$ cat config.mk
export PLATFORM = sky130hd
export DESIGN_NAME = bit_serializer
export DESIGN_NICKNAME = d
export VERILOG_FILES = /design/src/rtl/bit_serializer_pkg.sv /design/src/rtl/bit_serializer.sv
export SDC_FILE = /design/constraint.sdc
export NUM_CORES = 1
export LEC_CHECK = 0
export CAP_MARGIN = 10
export CORE_MARGIN = 1.5
export CORE_UTILIZATION = 54
export DETAILED_ROUTE_END_ITERATION = 10
export PLACE_DENSITY = 0.91
export SKIP_CTS_REPAIR_TIMING = 1
export SYNTH_ARGS = -nofsm -noshare
export SYNTH_HDL_FRONTEND = slang
export SYNTH_SLANG_ARGS = --single-unit
$ cat constraint.sdc
create_clock -name clk -period 3 [get_ports clk]
set_input_delay 0.75 -clock clk [delete_from_list [all_inputs] [get_ports clk]]
set_output_delay 0.75 -clock clk [all_outputs]
set_load 0.1 [all_outputs]
$ cat src/rtl/bit_serializer_pkg.sv
// Shared definitions for the bit serializer and the detector test harness.
package bit_serializer_pkg;

  // Serializer control states; the encoding is fixed so harness probes stay valid.
  typedef enum logic {
    SER_IDLE  = 1'b0,
    SER_SHIFT = 1'b1
  } ser_state_e;

  // Default word width, also used by the detector test harness.
  localparam int unsigned SER_DEFAULT_WIDTH = 8;

endpackage

$ cat src/rtl/bit_serializer.sv
// Parallel-to-serial converter feeding a single-bit pattern detector.
// One-deep holding register lets consecutive words stream without gaps.
// The serial output is forced to 0 whenever no data bit is being sent.
module bit_serializer
  import bit_serializer_pkg::*;
#(
  parameter int unsigned WIDTH     = SER_DEFAULT_WIDTH,
  parameter bit          MSB_FIRST = 1'b1
) (
  input  logic             clk,
  input  logic             rst_n,
  input  logic [WIDTH-1:0] din,
  input  logic             din_valid,
  output logic             din_ready,
  output logic             sout,
  output logic             sout_valid,
  output logic             busy
);

  localparam int unsigned   CW       = $clog2(WIDTH);
  localparam logic [CW-1:0] CNT_LAST = CW'(WIDTH - 1);

  ser_state_e       state;
  ser_state_e       state_next;
  logic             load;
  logic             accept;
  logic [WIDTH-1:0] hold_q;
  logic             hold_full;
  logic [WIDTH-1:0] shreg;
  logic [CW-1:0]    cnt;

  assign din_ready = rst_n & ~hold_full;
  assign accept    = din_valid & din_ready;

  // State register.
  always_ff @(posedge clk) begin
    if (!rst_n) begin
      state <= SER_IDLE;
    end else begin
      state <= state_next;
    end
  end

  // Next state and load decision; a load moves the held word into the shifter.
  always_comb begin
    state_next = state;
    load       = 1'b0;
    case (state)
      SER_IDLE: begin
        if (hold_full) begin
          load       = 1'b1;
          state_next = SER_SHIFT;
        end
      end
      SER_SHIFT: begin
        if (cnt == '0) begin
          if (hold_full) begin
            load = 1'b1;
          end else begin
            state_next = SER_IDLE;
          end
        end
      end
      default: begin
        state_next = SER_IDLE;
      end
    endcase
  end

  // Holding buffer: filled by a handshake, emptied by a load. Both cannot
  // happen on the same edge because din_ready is low while the buffer is full.
  always_ff @(posedge clk) begin
    if (!rst_n) begin
      hold_q    <= '0;
      hold_full <= 1'b0;
    end else if (accept) begin
      hold_q    <= din;
      hold_full <= 1'b1;
    end else if (load) begin
      hold_full <= 1'b0;
    end
  end

  // Shift register and remaining-bit counter; zeros enter at the far end.
  always_ff @(posedge clk) begin
    if (!rst_n) begin
      shreg <= '0;
      cnt   <= '0;
    end else if (load) begin
      shreg <= hold_q;
      cnt   <= CNT_LAST;
    end else if (state == SER_SHIFT) begin
      shreg <= MSB_FIRST ? {shreg[WIDTH-2:0], 1'b0} : {1'b0, shreg[WIDTH-1:1]};
      cnt   <= cnt - 1'b1;
    end
  end

  assign sout_valid = (state == SER_SHIFT);
  assign sout       = sout_valid & (MSB_FIRST ? shreg[WIDTH-1] : shreg[0]);
  assign busy       = (state == SER_SHIFT) | hold_full;

endmodule

## After elaboration in Yosys (flattened, before gate mapping)

Cells that the tools add are included.

- Flip-flop bits (word level): 21
- Bits in latches: 0
- Memory bits (writable): 0
- Bits in read-only memories: 0
- Output and inout bits: 4
- Logic and storage cells: 26
- Memories: 0

- $add $sub $neg: 1
- Multipliers: 0
- Divide/modulo/power cells: 0
- $lt $le $gt $ge: 0
- Equal/unequal tests: 0
- Shift operators: 0
- Multiplexer cells: 11
- Bitwise gates (word level): 6
- Reduce and logical (&&, ||, !) cells: 3

Operators by type and width:

| operator | count |
|---|---|
| 2-to-1 mux 8 bit | 2 |
| 2-to-1 mux 3 bit | 2 |
| 2-to-1 mux 1 bit | 5 |
| one-hot mux 1 bit (2 select lines) | 2 |
| nonzero test 2 bit | 2 |
| bitwise AND 1 bit | 3 |
| zero test 3 bit | 1 |
| subtractor 3 x 1 -> 3 bit (second input constant) | 1 |
| NOT 1 bit | 2 |
| bitwise OR 1 bit | 1 |

## Logic depth before layout (Yosys ltp)

Gate-level depths: netlist of run 1.

- Depth in word-level cells: 5
- Mapped depth: 5
- Mapped depth without buffers: 5

## Least setup slack after synthesis of run 1

No wires, ideal clock.

- Kind: input port to output port
- Start point: input port rst_n
- End point: output port din_ready
- Arrival: 2.338 ns
- Required time: 2.250 ns
- Path slack: -0.088 ns
- Cell stages on the path: 2
- Path buffers: 1
- Path through: clkbuf_1 nor2b_1

- Cells in the longest elaborated chain, start to end: 1

Ends and longest elaborated chain:

| what | RTL line | text |
|---|---|---|
| start: declaration | bit_serializer.sv:11 | `input logic rst_n,` |
| bitwise AND 1 bit | bit_serializer.sv:32 | `assign din_ready = rst_n & ~hold_full;` |
| end: declaration | bit_serializer.sv:14 | `output logic din_ready,` |

No other way between the ends.

## Worst setup path after layout of run 1

- Start point: register state (netlist: sout_valid)
- End point: output port busy

- Cells in the longest elaborated chain, start to end: 1

Ends and longest elaborated chain:

| what | RTL line | text |
|---|---|---|
| start: declaration | bit_serializer.sv:23 | `ser_state_e state;` |
| start signal: assignment | bit_serializer.sv:40 | `state <= state_next;` |
| bitwise OR 1 bit | bit_serializer.sv:100 | `assign busy = (state == SER_SHIFT) \| hold_full;` |
| end: declaration | bit_serializer.sv:17 | `output logic busy` |

No other way between the ends.

==> qor.yml, run 1 <==
status: "complete, no violations"
core-area_mm2: 0.001559
post_drt_wl_per_cell_um: 14.00
ys_seq_area_share_pct: 45.65
slew_viol_final: 0
setup.worst_path.end_class: "primary output"
ir_drop_v: 0.0003121
grt_setup_unrepaired: "no"
die_h_um: 44.30
grt_pass1_vias: 700
worstMarginPinSlew_ps: 429.8
syn_nets: 111
cts_max_path_buffers: 2
num_vias: 738
drc: 0
final.fill_count: 138
gr-total-overflow: 0
gp_congestion: 0.7426
post-place-ws_ps: 627.3
finClkSkew_ps: 3.982
syn_inst: 98
grt_first_pass_wirelength_mm: 2.994
vias_per_cell: 5.857
syn_area_per_cell_um2: 9.397
grtUsageTotal_pct: 21.20
cts.reportedPaths.clkPinSlew_ps: 120
drtIter0Drc: 14
io_buffers: 14
critPathSlowestCell: "dfxtp_1"
ioPinCount: 15
final_nets: 124
synth_area_leaders: "dfxtp_1 46%, a21boi_0 7.3%, nand2_1 7.3%, o221a_2 7.3%, o21a_1 6.5%"
setup_tns_ps: 0
hold-worst-slack_ps: 471.7
setup_violations: 0
syn_area_um2: 920.9
power.static_leakage_nw: 0.4254
cts_made_buffers: 3
cp.required_ps: 2250
detail-route-antenna-nets: 0
cp_cell_sequence: "or2_1 -> buf_4"
slowest_delay_ps: 600
dieArea_mm2: 0.001962
start_util_pct: 59.07
synth_top_area_share_pct: 45.65
start_kind: "flip-flop"
grt_max_degree: 22
rows: 14
relSlewSlack_pct: 71.30
wl_mm: 1.764
worstSkewPairLatency_ps: 300
cts_tree: "built"
drive_above_1_share_pct: 15.45
critPathMaxFanout: 15
dr.pass1.iters: 7
diodes: 0
area_growth_pct: 16.98
crit_type: "flip-flop to primary output"
synth_top_area_cell: "dfxtp_1"
fmax_ghz: 0.4193
min_path_type: "flip-flop to flip-flop"
root_buffer: "clkbuf_4"
setup_slack_ps: 614.9
synth.distinct_cells: 27
htree_levels: 1
ys_warn_count: 0
cts.sinks: 21
period_minus_slack_ps: 2385
hold_viol: 0
antenna_found_initial: 0
period_share_pct: 79.50
max-cap-violations: 0
die_w_um: 44.30
arrival_ps: 1640
ys_ff_latch: 21
hpwlAfterDp_mm: 1.184
powerDensity_mw_per_mm2: 537.3
## cell usage in the layout, fill, tap and decap left out, types with 3 or more instances in the layout
master and instances:
a21boi_0 9, a21oi_1 3, buf_4 4, clkbuf_4 3, clkdlybuf4s50_1 10, dfxtp_1 21, inv_1 3, nand2_1 18
o21a_1 8, o221a_2 6
## final cells by class
| cell class | instances | area (µm²) | share of cell area (%) |
|---|---|---|---|
| clock buffer | 3 | 22.52 | 2.091 |
| multi-input combinational | 67 | 447.9 | 41.58 |
| sequential | 21 | 420.4 | 39.02 |
| timing repair buffer | 15 | 150.1 | 13.94 |
| inverter | 3 | 11.26 | 1.045 |
| tap | 16 | 20.02 | 1.858 |
| clock inverter | 1 | 5.005 | 0.4646 |
## per-stage QoR
stage	total power [W]	utilization [%]	cells	area (µm²)
finish	0.0005788	69.10	126	1077
global placement	0.0004427	67.34	122	1050
CTS	0.0005801	69.10	126	1077
detailed placement	0.0004488	67.34	122	1050
floorplan	0.0004159	-	98	923.4
global route	0.0006094	69.10	126	1077
## critical path: cells and delay by family, from the launching register on
family	cells	cell delay (ps)
AND/OR/NAND/NOR	1	370
buffers and inverters	1	360
flip-flops	1	600
## sequential cells by signal, indices dropped and copies added, names as in the netlist
register    flops
cnt             3
hold_full       1
shreg           8
hold_q          8
sout_valid      1
## kinds of logic (layout without fill, tap and decap cells)
family | count (synthesis) | count (layout) | synth area share [%]
buffers and inverters | 10 | 22 | 5.978
adders and majority gates | 2 | 2 | 2.717
DFF | 21 | 21 | 45.65
and+or+nand+nor | 32 | 32 | 16.71
AOI/OAI and AO/OA | 33 | 33 | 28.94
## power by group
| part | total (W) | switching (W) | internal, W |
|---|---|---|---|
| clock | 0.000135 | 0.0000857 | 0.0000496 |
| combinational | 0.000125 | 0.0000705 | 0.0000541 |
| sequential | 0.000319 | 0.0000174 | 0.000302 |
## final timing paths
path,endpoint,startpoint,depth (start not counted),slack [ps]
worst max-delay path,busy,sout_valid,2,610
worst min-delay path,hold_q[0],hold_q[0],2,470
worst max register to register,shreg[1],cnt[0],5,1580
worst min register to register,hold_q[0],hold_q[0],2,470
## cells in the mapped netlist
cell type  number
nand2_1        18
buf_6           2
or2_1           1
and2_1          1
nor2_1          2
nand3_1         2
o21ai_0         1
o221a_2         6
nand3b_1        1
o21a_1          8
and2b_1         1
a211oi_1        1
buf_2           2
inv_1           3
or4b_1          1
ha_1            2
clkbuf_1        3
dfxtp_1        21
o211a_1         1
o221a_1         1
a21boi_0        9
a21bo_2         1
nand2b_1        2
a31oi_1         2
a21oi_1         3
nor2b_1         2
and3_1          1
## metal layers
layer / track usage [%] / share of wire [%] / vias to the layer above
met5: 0 / 0 / -
met4: 9.091 / 0.68 / 0
met3: 4.898 / 3.1 / 2
met2: 35.59 / 47 / 17
met1: 25.89 / 49 / 346
li1: - / - / 373
No activity file was read; power rests on OpenSTA's default activity.
==> run 2: changes to the inputs <==
CORE_UTILIZATION = 50   (was 54)
PLACE_DENSITY = 0.85   (was 0.91)
clock period = 2.3 ns   (was 3 ns; I/O delays follow)
==> run 2 against run 1 <==
Net effect: final cell count grew 7.9%; sequential power grew 30%; utilization down 4.1 points; combinational power rose by 37%; power increased by 32%; hold slack improved by 7.7 ps; clock skew down 1.1 ps; clock power is 32% higher; first-iteration DRC count unchanged.
==> qor.yml, run 2 (synthesis results as in run 1) <==
status: "complete, no violations"
worstMarginPinSlew_ps: 353.1
grt_setup_unrepaired: "no"
grt_first_pass_wirelength_mm: 2.967
ioPinCount: 15
power.static_leakage_nw: 0.4374
r2r-start: "cnt[0]"
worstReg2RegEnd: "shreg[3]"
drive_above_1_share_pct: 17.12
relSlewSlack_pct: 76.43
fmax_ghz: 0.4880
ir_drop_v: 0.0003995
min_path_type: "flip-flop to flip-flop"
hold-worst-slack_ps: 479.4
num_vias: 751
slew_viol_final: 0
area_growth_pct: 21.88
final.fill_count: 151
period_minus_slack_ps: 2049
cts_tree: "built"
io_buffers: 14
critPathSlowestCell: "clkdlybuf4s50_1"
dr.pass1.iters: 4
start_util_pct: 53.33
cts.reportedPaths.clkPinSlew_ps: 120
dieArea_mm2: 0.002108
hold_viol: 0
detail-route-antenna-nets: 0
slowest_delay_ps: 500
cp_num_buf_inv: 2
setup_tns_ps: 0
root_buffer: "clkbuf_4"
rows: 15
startpoint: "rst_n"
drc: 0
r2r_cells: 5
wl_mm: 1.765
layout_common_cells: "20 x dfxtp_1, 18 x nand2_1, 10 x clkdlybuf4s50_1"
antenna_found_initial: 0
cts_max_path_buffers: 2
start_kind: "primary input"
period_share_pct: 89.09
arrival_ps: 1470
reg_top3: "hold_q x8, shreg x8, cnt x3"
die_h_um: 45.92
post_drt_wl_per_cell_um: 12.98
hpwlAfterDp_mm: 1.222
diodes: 0
grt_pass1_vias: 701
cp_cell_sequence: "clkdlybuf4s50_1 -> nor2b_2 -> buf_12"
core-area_mm2: 0.001727
grtUsageTotal_pct: 19.79
vias_per_cell: 5.522
path_delay_family: "buffers and inverters"
setup.worst_path.end_class: "primary output"
htree_levels: 1
gr-total-overflow: 0
final_common_cell: "dfxtp_1"
finClkSkew_ps: 2.918
setup_violations: 0
gp_congestion: 0.7387
cts.sinks: 21
critPathMaxFanout: 2
worstSkewPairLatency_ps: 300
powerDensity_mw_per_mm2: 682.4
hp-start: "hold_q[0]"
cts_made_buffers: 3
crit_type: "primary input to primary output"
critical_path_depth: 3
final_core_util_pct: 65.00
final_nets: 125
drtIter0Drc: 14
cp.required_ps: 1730
die_w_um: 45.92
reg2reg_slack_ps: 890
crit_end: "din_ready"
holdPathStages: 2
grt_max_degree: 22
max-cap-violations: 0
[run 2: cell types whose count changed in the layout (fill, tap and decap cells not counted), sizes merged]
cell  before  now
buf        5    6
[run 2: worst min path at each step]
stage / endpoint
after floorplan: cnt[0]
after global placement: cnt[0]
after detailed placement: hold_q[2]
after CTS: hold_q[3]
after global routing: hold_q[1]
final: hold_q[0]
[run 2: layer usage]
| metal | wire, µm | vias up | GRT usage, % |
|---|---|---|---|
| li1 | - | 374 | - |
| met1 | 814 | 356 | 24.33 |
| met2 | 852 | 16 | 33.33 |
| met3 | 72 | 5 | 4.762 |
| met4 | 25 | 0 | 6.857 |
| met5 | 0 | - | 0 |
[run 2: report_power, final]
part / total [W] / internal (W) / switching, W / leakage, nW
sequential: 0.000416 / 0.000394 / 0.0000229 / 0.173
combinational: 0.000171 / 0.0000786 / 0.0000927 / 0.246
clock: 0.000178 / 0.0000649 / 0.000113 / 0.0177
[run 2: worst min-delay path: stages, from the launching register on]
cell and delay (ps):
dfxtp_1 330, nand2_1 50, a21boi_0 70
[run 2: layout make-up]
class,instances,area [µm²],share of cell area [%]
well taps,25,31.28,2.787
clock buffers,3,22.52,2.007
flip-flops and latches,21,421.7,37.57
clock inverters,1,5.005,0.4459
repair buffers,16,182.7,16.28
inverters,3,11.26,1.003
multi-input cells,67,447.9,39.91
[run 2: per-stage QoR]
| step | setup slack [ps] | instance area (µm²) | total power, W | instances |
|---|---|---|---|---|
| 2_1_floorplan | 9.002 | 924.6 | 0.0005427 | 98 |
| 4_1_cts | 245.4 | 1122 | 0.0007725 | 136 |
| 3_5_place_dp | 252.3 | 1095 | 0.0005966 | 132 |
| 3_3_place_gp | 249.5 | 1095 | 0.0005882 | 132 |
| 5_1_grt | 220.1 | 1122 | 0.0008108 | 136 |
| 6_report | 251.0 | 1122 | 0.0007659 | 136 |
